--- src/rtl/uart_boot_loader_pkg.sv ---
// uart_boot_loader_pkg: shared FSM encoding and packet constants for the boot loader
package uart_boot_loader_pkg;
    typedef enum logic [2:0] {IDLE, LEN_HI, LEN_LO, DATA, CHECK, DONE, ERROR} state_t;
    localparam logic [7:0] SYNC_BYTE_DEFAULT = 8'h55;
    localparam int LEN_WIDTH = 16;
    localparam int BYTES_PER_WORD = 4;
endpackage

--- src/rtl/uart_boot_loader_timeout.sv ---
// loader_timeout: inter-byte watchdog that runs only while a packet is in flight
module loader_timeout
    import uart_boot_loader_pkg::*;
#(
    parameter int TIMEOUT_CLKS = 20000
) (
    input  logic   clk,
    input  logic   reset,
    input  state_t state,
    input  logic   rx_valid,
    output logic   expired
);
    localparam int W = $clog2(TIMEOUT_CLKS + 1);
    logic [W-1:0] count;
    logic         enable;
    assign enable = state inside {LEN_HI, LEN_LO, DATA, CHECK};
    assign expired = enable && count == W'(TIMEOUT_CLKS);
    // Count idle cycles; any received byte or leaving the packet states restarts the count
    always_ff @(posedge clk)
        count <= (reset || !enable || rx_valid) ? '0 : count + W'(1);
endmodule

--- src/rtl/uart_boot_loader.sv ---
// uart_boot_loader: parses framed load packets from the UART and writes words into instruction memory
module uart_boot_loader
    import uart_boot_loader_pkg::*;
#(
    parameter int         ADDR_WIDTH   = 10,
    parameter int         TIMEOUT_CLKS = 20000,
    parameter logic [7:0] SYNC_BYTE    = SYNC_BYTE_DEFAULT
) (
    input  logic                  clk,
    input  logic                  reset,
    input  logic [7:0]            rx_data,
    input  logic                  rx_valid,
    output logic                  rx_enable,
    output logic                  mem_we,
    output logic [ADDR_WIDTH-1:0] mem_addr,
    output logic [31:0]           mem_wdata,
    output logic                  cpu_hold,
    output logic                  done,
    output logic                  error
);
    localparam logic [LEN_WIDTH:0] CAP = (LEN_WIDTH + 1)'(2 ** ADDR_WIDTH);
    state_t                 state, next;
    logic [7:0]             len_hi, sum;
    logic [LEN_WIDTH-1:0]   len;
    logic [ADDR_WIDTH:0]    word_cnt;
    logic [1:0]             byte_cnt;
    logic [23:0]            assembly;
    logic [LEN_WIDTH:0]     n_rx;
    logic                   sync, expired, last_byte, last_word;

    assign sync = rx_valid && rx_data == SYNC_BYTE;
    assign n_rx = {1'b0, len_hi, rx_data};
    assign last_byte = byte_cnt == 2'(BYTES_PER_WORD - 1);
    assign last_word = (LEN_WIDTH + 1)'(word_cnt) + (LEN_WIDTH + 1)'(1) == {1'b0, len};

    loader_timeout #(.TIMEOUT_CLKS(TIMEOUT_CLKS)) u_timeout (
        .clk(clk),
        .reset(reset),
        .state(state),
        .rx_valid(rx_valid),
        .expired(expired)
    );

    // State register; reset aborts any packet in progress
    always_ff @(posedge clk)
        state <= reset ? IDLE : next;

    // Next state: a byte in the same cycle as timeout expiry wins over the timeout
    always_comb begin
        next = state;
        case (state)
            IDLE:    next = sync ? LEN_HI : IDLE;
            LEN_HI:  next = rx_valid ? LEN_LO : expired ? ERROR : LEN_HI;
            LEN_LO:  next = !rx_valid ? (expired ? ERROR : LEN_LO) :
                            n_rx > CAP ? ERROR : n_rx == '0 ? CHECK : DATA;
            DATA:    next = rx_valid ? (last_byte && last_word ? CHECK : DATA) :
                            expired ? ERROR : DATA;
            CHECK:   next = rx_valid ? (rx_data == sum ? DONE : ERROR) :
                            expired ? ERROR : CHECK;
            default: next = sync ? LEN_HI : state;
        endcase
    end

    // Outputs: the core is released only in DONE, and re-held the moment a restart sync arrives
    always_comb begin
        rx_enable = !reset;
        cpu_hold = reset || state != DONE || sync;
        done = !reset && state == DONE;
        error = !reset && state == ERROR;
    end

    // Datapath: length capture, word assembly, checksum and registered memory write
    always_ff @(posedge clk) begin
        if (reset) begin
            len_hi <= '0;
            len <= '0;
            sum <= '0;
            word_cnt <= '0;
            byte_cnt <= '0;
            assembly <= '0;
            mem_we <= 1'b0;
            mem_addr <= '0;
            mem_wdata <= '0;
        end else begin
            mem_we <= 1'b0;
            if (state inside {IDLE, DONE, ERROR} && sync) begin
                sum <= '0;
                word_cnt <= '0;
                byte_cnt <= '0;
                assembly <= '0;
            end
            if (state == LEN_HI && rx_valid)
                len_hi <= rx_data;
            if (state == LEN_LO && rx_valid)
                len <= {len_hi, rx_data};
            if (state == DATA && rx_valid) begin
                sum <= sum + rx_data;
                byte_cnt <= byte_cnt + 2'd1;
                assembly <= {assembly[15:0], rx_data};
                if (last_byte) begin
                    mem_we <= 1'b1;
                    mem_addr <= word_cnt[ADDR_WIDTH-1:0];
                    mem_wdata <= {assembly, rx_data};
                    word_cnt <= word_cnt + (ADDR_WIDTH + 1)'(1);
                end
            end
        end
    end
endmodule

--- config.mk ---
export PLATFORM = sky130hd
export DESIGN_NAME = uart_boot_loader
export DESIGN_NICKNAME = d
export VERILOG_FILES = /design/src/rtl/uart_boot_loader_pkg.sv /design/src/rtl/uart_boot_loader_timeout.sv /design/src/rtl/uart_boot_loader.sv
export SDC_FILE = /design/constraint.sdc
export NUM_CORES = 1
export LEC_CHECK = 0
export CAP_MARGIN = 20
export CORE_AREA = 3 3 104 106
export DETAILED_ROUTE_END_ITERATION = 8
export DIE_AREA = 0 0 107 109
export GPL_ROUTABILITY_DRIVEN = 0
export HOLD_SLACK_MARGIN = 0.08
export PLACE_DENSITY = 0.79
export SLEW_MARGIN = 5
export SYNTH_ARGS = -nofsm -noshare
export SYNTH_HDL_FRONTEND = slang
export SYNTH_SLANG_ARGS = --single-unit
export TNS_END_PERCENT = 100
--- constraint.sdc ---
create_clock -name clk -period 2.5 [get_ports clk]
set_input_delay 0.5 -clock clk [delete_from_list [all_inputs] [get_ports clk]]
set_output_delay 0.5 -clock clk [all_outputs]
set_load 0.01 [all_outputs]
# Yosys cells after proc, flatten, opt, wreduce, memory -nomap -nowiden
# Cells that the tools add are included.
# totals
reg_bits	130
in_bits	11
output_inout_bits	47
wordCells	78
# classes
magnitude_cmp	1
add_sub_neg	5
n_eq_ne	12
bitwise_logic	1
n_mux	25
n_reduce_logical	23
# op_table
op	n
24-bit 2-to-1 mux	2
11-bit 2-to-1 mux	3
3-bit 2-to-1 mux	10
17-bit zero test	1
12-bit by 16-bit == test with 1-bit output	1
16-bit by 11-bit greater-than comparator with 1-bit output, second input constant	1
8-bit 2-to-1 mux	2
15-bit by 1-bit adder with 15-bit output, second input constant	1
15-bit == test, second input constant	1
3-bit one-hot mux with 5 select lines	1
11-bit by 1-bit adder with 12-bit output, second input constant	1
11-bit by 1-bit adder with 11-bit output, second input constant	1
2-bit 2-to-1 mux	5
3-bit == test, second input constant	3
1-bit logical AND	9
8-bit adder	1
8-bit by 7-bit == test with 1-bit output, second input constant	1
8-bit == test	1
3-bit by 2-bit == test with 1-bit output, second input constant	2
6-bit nonzero test	1
1-bit logical OR	4
4-bit nonzero test	1
3-bit by 1-bit == test with 1-bit output, second input constant	1
3-bit zero test	1
10 further kinds	12

# Logic depth before layout (Yosys ltp)
# depth
depth_word	6
depth_mapped	9

# Modules after synthesis
# A second synthesis with hierarchy kept.
# unflattened
cells_unflattened	715
hier_area_um2	5798.1
# by_module_without_submodules
module	cells_each	area_each_um2	n_inst
uart_boot_loader	628	5032.3	1
loader_timeout	87	765.7	1

# Worst setup path before layout
# Ideal clock, no wire load.
# synth_timing
path_type	input port to flip-flop
from	input rx_data[1]
to	register sum[7]
path_buffers	0
path_slack_ps	363
arrival_time_ps	2067
stages	8
cell_sequence	ha_1 a21o_1 a21oi_1 o21ai_1 o41ai_2 xnor2_1 mux2_2 a21oi_1
# synth_between
elab_chain_len	4
word_cells_on_any_way	6
# synth_lines
item	line_no	text
start: declaration	uart_boot_loader.sv:11	input logic [7:0] rx_data,
branches (longest 4 deep; another with 8-bit adder)	n/a	
end signal: assignment	uart_boot_loader.sv:97	sum <= sum + rx_data;
end: declaration	uart_boot_loader.sv:23	logic [7:0] len_hi, sum;
# Several ways; the timed one is not identified.
# A chain may end at the register's enable or synchronous reset.

# Worst setup path in the final report
# layout_timing
from	input rx_data[6]
to	output cpu_hold
# layout_between
elab_chain_len	3
# layout_lines
item	line_no	text
8-bit by 7-bit == test with 1-bit output	uart_boot_loader.sv:31	assign sync = rx_valid && rx_data == SYNC_BYTE;
1-bit logical AND	uart_boot_loader.sv:31	
1-bit logical OR	uart_boot_loader.sv:67	cpu_hold = reset || state != DONE || sync;
end: declaration	uart_boot_loader.sv:17	output logic cpu_hold,
# Every way passes these cells.

==> flow_metrics.py <==
metrics = {
    "status": {
        "status": "completed",
    },
    "detailed_routing": {
        "route.final.wire_length_um": 14000,
        "first_iter_violations": 350,
        "drt_drc_violations_left": 0,
        "wl_per_cell_um": 15.5,
        "vias_per_cell": 5.66,
        "first_pass_iters": 5,
        "ant_nets": 0,
        "num_vias": 5137,
    },
    "sta": {
        "worstMarginPinSlew_ns": 0.904,
        "finalCriticalPeriod_ns": 2.45,
        "fin_ws_ns": 0.0477,
        "hold_viol": 0,
        "relSlewSlack": 0.397,
        "whs_ns": 0.311,
        "fin_crit_sh": 0.981,
        "rsz0062_at_grt": "false",
        "skew_ns": 0.0109,
        "slew_viol_final": 0,
        "final-setup-viol-count": 0,
        "fmax_ghz": 0.408,
    },
    "yosys": {
        "avgSynthCellArea_um2": 8.21,
        "synth_cell_types": 61,
        "synth_edf_count": 0,
        "ys_top_cells_by_count": "nand2_1, dfxtp_1, a21oi_1",
        "yosysWarnings": 0,
        "syn-num-nets": 717,
        "synth-compound-area-share": 0.169,
        "synth-xor-area-share": 0.0597,
        "syn_area_mm2": 0.00570,
        "synthAdderAreaFrac": 0.0277,
        "yosys.area.top_type": "dfxtp_1",
        "synth_top_area_frac": 0.457,
        "ys_ff_latch": 130,
        "synth-simple-area-share": 0.239,
        "ys.flop_type": "dfxtp_1",
        "synthMuxAreaShare": 0.00373,
        "yosysSeqAreaShare": 0.457,
        "post-synth-top-count-cell": "nand2_1",
        "synth_area_leaders": "dfxtp_1, nand2_1, a21oi_1, nor2_1, a22oi_1",
        "async_reset_ff_frac": 0,
        "synth_top_family_by_area": "simple AND/OR/NAND/NOR gates",
        "netlist_instances": 694,
    },
    "cells_and_area": {
        "antenna_cells": 0,
        "seqCellArea_mm2": 0.00260,
        "multiInputGateArea_mm2": 0.00286,
        "area.growth.synth_to_final_pct": 24.3,
        "nFillCells": 737,
        "nets": 784,
        "fin_util": 0.718,
        "final_cells": 907,
        "drive_gt1_frac": 0.118,
    },
    "run": {
        "maxCapViolations": 0,
    },
    "clocking": {
        "clock_sinks": 130,
        "clockBufferDepth": 2,
        "cts_root_buf": "clkbuf_8",
        "clk_latency_ns": 0.52,
        "ctsHoldBuffers": 0,
        "cts_tree": "built",
        "h-tree-depth": 4,
        "clk_pin_slew_worst_paths_ns": 0.06,
        "cts_buffers": 17,
    },
    "floorplan": {
        "die_w_um": 107,
        "die_area_mm2": 0.0117,
        "std_cell_rows": 36,
        "initial_core_util": 0.578,
        "coreArea_mm2": 0.00986,
        "die_h_um": 109,
        "io_pins": 58,
    },
    "placed_design": {
        "dpl.cell_count": 873,
        "dp_slack_ns": -0.458,
        "numPortBuffers": 57,
        "place_hpwl_um": 9220,
    },
    "global_routing": {
        "grt_pass1_wl_um": 23400,
        "grt_pass1_vias": 4988,
        "grt_max_degree": 92,
        "overflow": 0,
        "track_usage": 0.252,
        "grt_antenna_before_repair": 0,
    },
    "setup_path": {
        "path_max_fanout": 2,
        "worst_path_max_delay_cell": "clkdlybuf4s50_1",
        "critPathMaxStageDelay_ns": 0.45,
        "arrival_ns": 1.95,
        "cp-start-kind": "input pin",
        "path_buf_inv": 2,
        "cp.required_ns": 2.00,
        "cp_top_family": "buffers and inverters",
        "critPathKind": "input pin to primary output",
        "end_kind": "primary output",
        "crit_chain": "clkdlybuf4s50_1, and4_1, nand3_2, nand2_1, or3_1, dlygate4sd2_1",
    },
    "power_and_ir_drop": {
        "leakagePower_uw": 0.00252,
        "vdd_ir_drop_max_v": 0.000423,
        "power_uw": 4550,
        "cellPowerDensity_mw_per_mm2": 643,
    },
    "worst_hold_path": {
        "hp-class": "input pin to register",
    },
}
[final timing paths]
path | startpoint | end | slack (ns) | depth (start not counted)
worst max-delay path | rx_data[6] | cpu_hold | 0.05 | 6
worst min register to register | mem_wdata[17] | mem_wdata[17] | 0.46 | 2
worst max register to register | word_cnt[4] | state[0] | 0.34 | 7
worst min-delay path | reset | mem_addr[9] | 0.31 | 2
[cells in the final DEF, fill, tap and decap left out, types with 4 or more instances in the layout]
master           instances
and3_1                   7
nand4_1                  4
nand3_1                 10
inv_8                    8
nor3_1                   5
xnor2_1                 20
o21ai_0                 17
clkdlybuf4s50_1         53
nor4_1                   7
and2_1                   4
clkbuf_16               16
o31ai_1                  6
dfxtp_1                130
nor2_1                  73
ha_1                    11
a31oi_1                  4
inv_1                   10
nand2b_1                 4
xor2_1                  17
a21oi_1                 77
buf_4                   36
nand2_1                159
a22oi_1                 32
[power breakdown]
group / leakage [uW] / switching [uW] / internal, uW
sequential: 0.00105 / 0.282 / 2070
combinational: 0.00119 / 77.4 / 46.4
clock: 0.000282 / 1070 / 1290
[sequential cells by signal, indices dropped and copies added (netlist names)]
register / flops
mem_we: 1
mem_wdata: 32
len_hi: 8
len: 16
sum: 8
mem_addr: 10
state: 3
word_cnt: 11
assembly: 24
u_timeout.count: 15
byte_cnt: 2
[worst register-to-register path, delay by kind of cell (launching register included)]
kind	cells	cell delay, ns
AO/OA/AOI/OAI	4	0.88
XOR/XNOR	1	0.15
flip-flops	1	0.58
AND/OR/NAND/NOR	2	0.41
[per-layer routing]
layer / up-vias / GRT usage / wire (um)
met1: 2395 / 0.308 / 5760
li1: 2504 / - / -
met4: 0 / 0.107 / 396
met3: 42 / 0.0622 / 868
met2: 196 / 0.425 / 6990
met5: - / 0 / 0
[through the flow]
step | TNS, ns | cell area [um2]
after floorplan | 0 | 5700
after global placement | -4.98 | 6480
final | 0 | 7080
after detailed placement | -8.25 | 6480
after global routing | 0 | 7080
after CTS | 0 | 7080
[repair_timing]
item                       4_1_cts  5_1_grt
pin swaps                        3        0
gates cloned                     0        0
gates resized for setup          5        1
setup endpoints to repair        1        1
buffers inserted                 2        0
[layout make-up]
cell class	instances	area share
Multi-Input combinational cell	509	0.403
Timing Repair Buffer	93	0.120
Clock inverter	15	0.0223
Sequential cell	130	0.367
Tap cell	133	0.0235
Inverter	10	0.00530
Clock buffer	17	0.0585
[cell families after synthesis]
group                    count (synthesis)
XOR/XNOR                                38
multiplexers                             2
AO/OA/AOI/OAI                          155
buffers and inverters                   55
flip-flops                             130
AND/OR/NAND/NOR                        302
adder cells (fa/ha/maj)                 12
(Power assumes the default switching activity.)
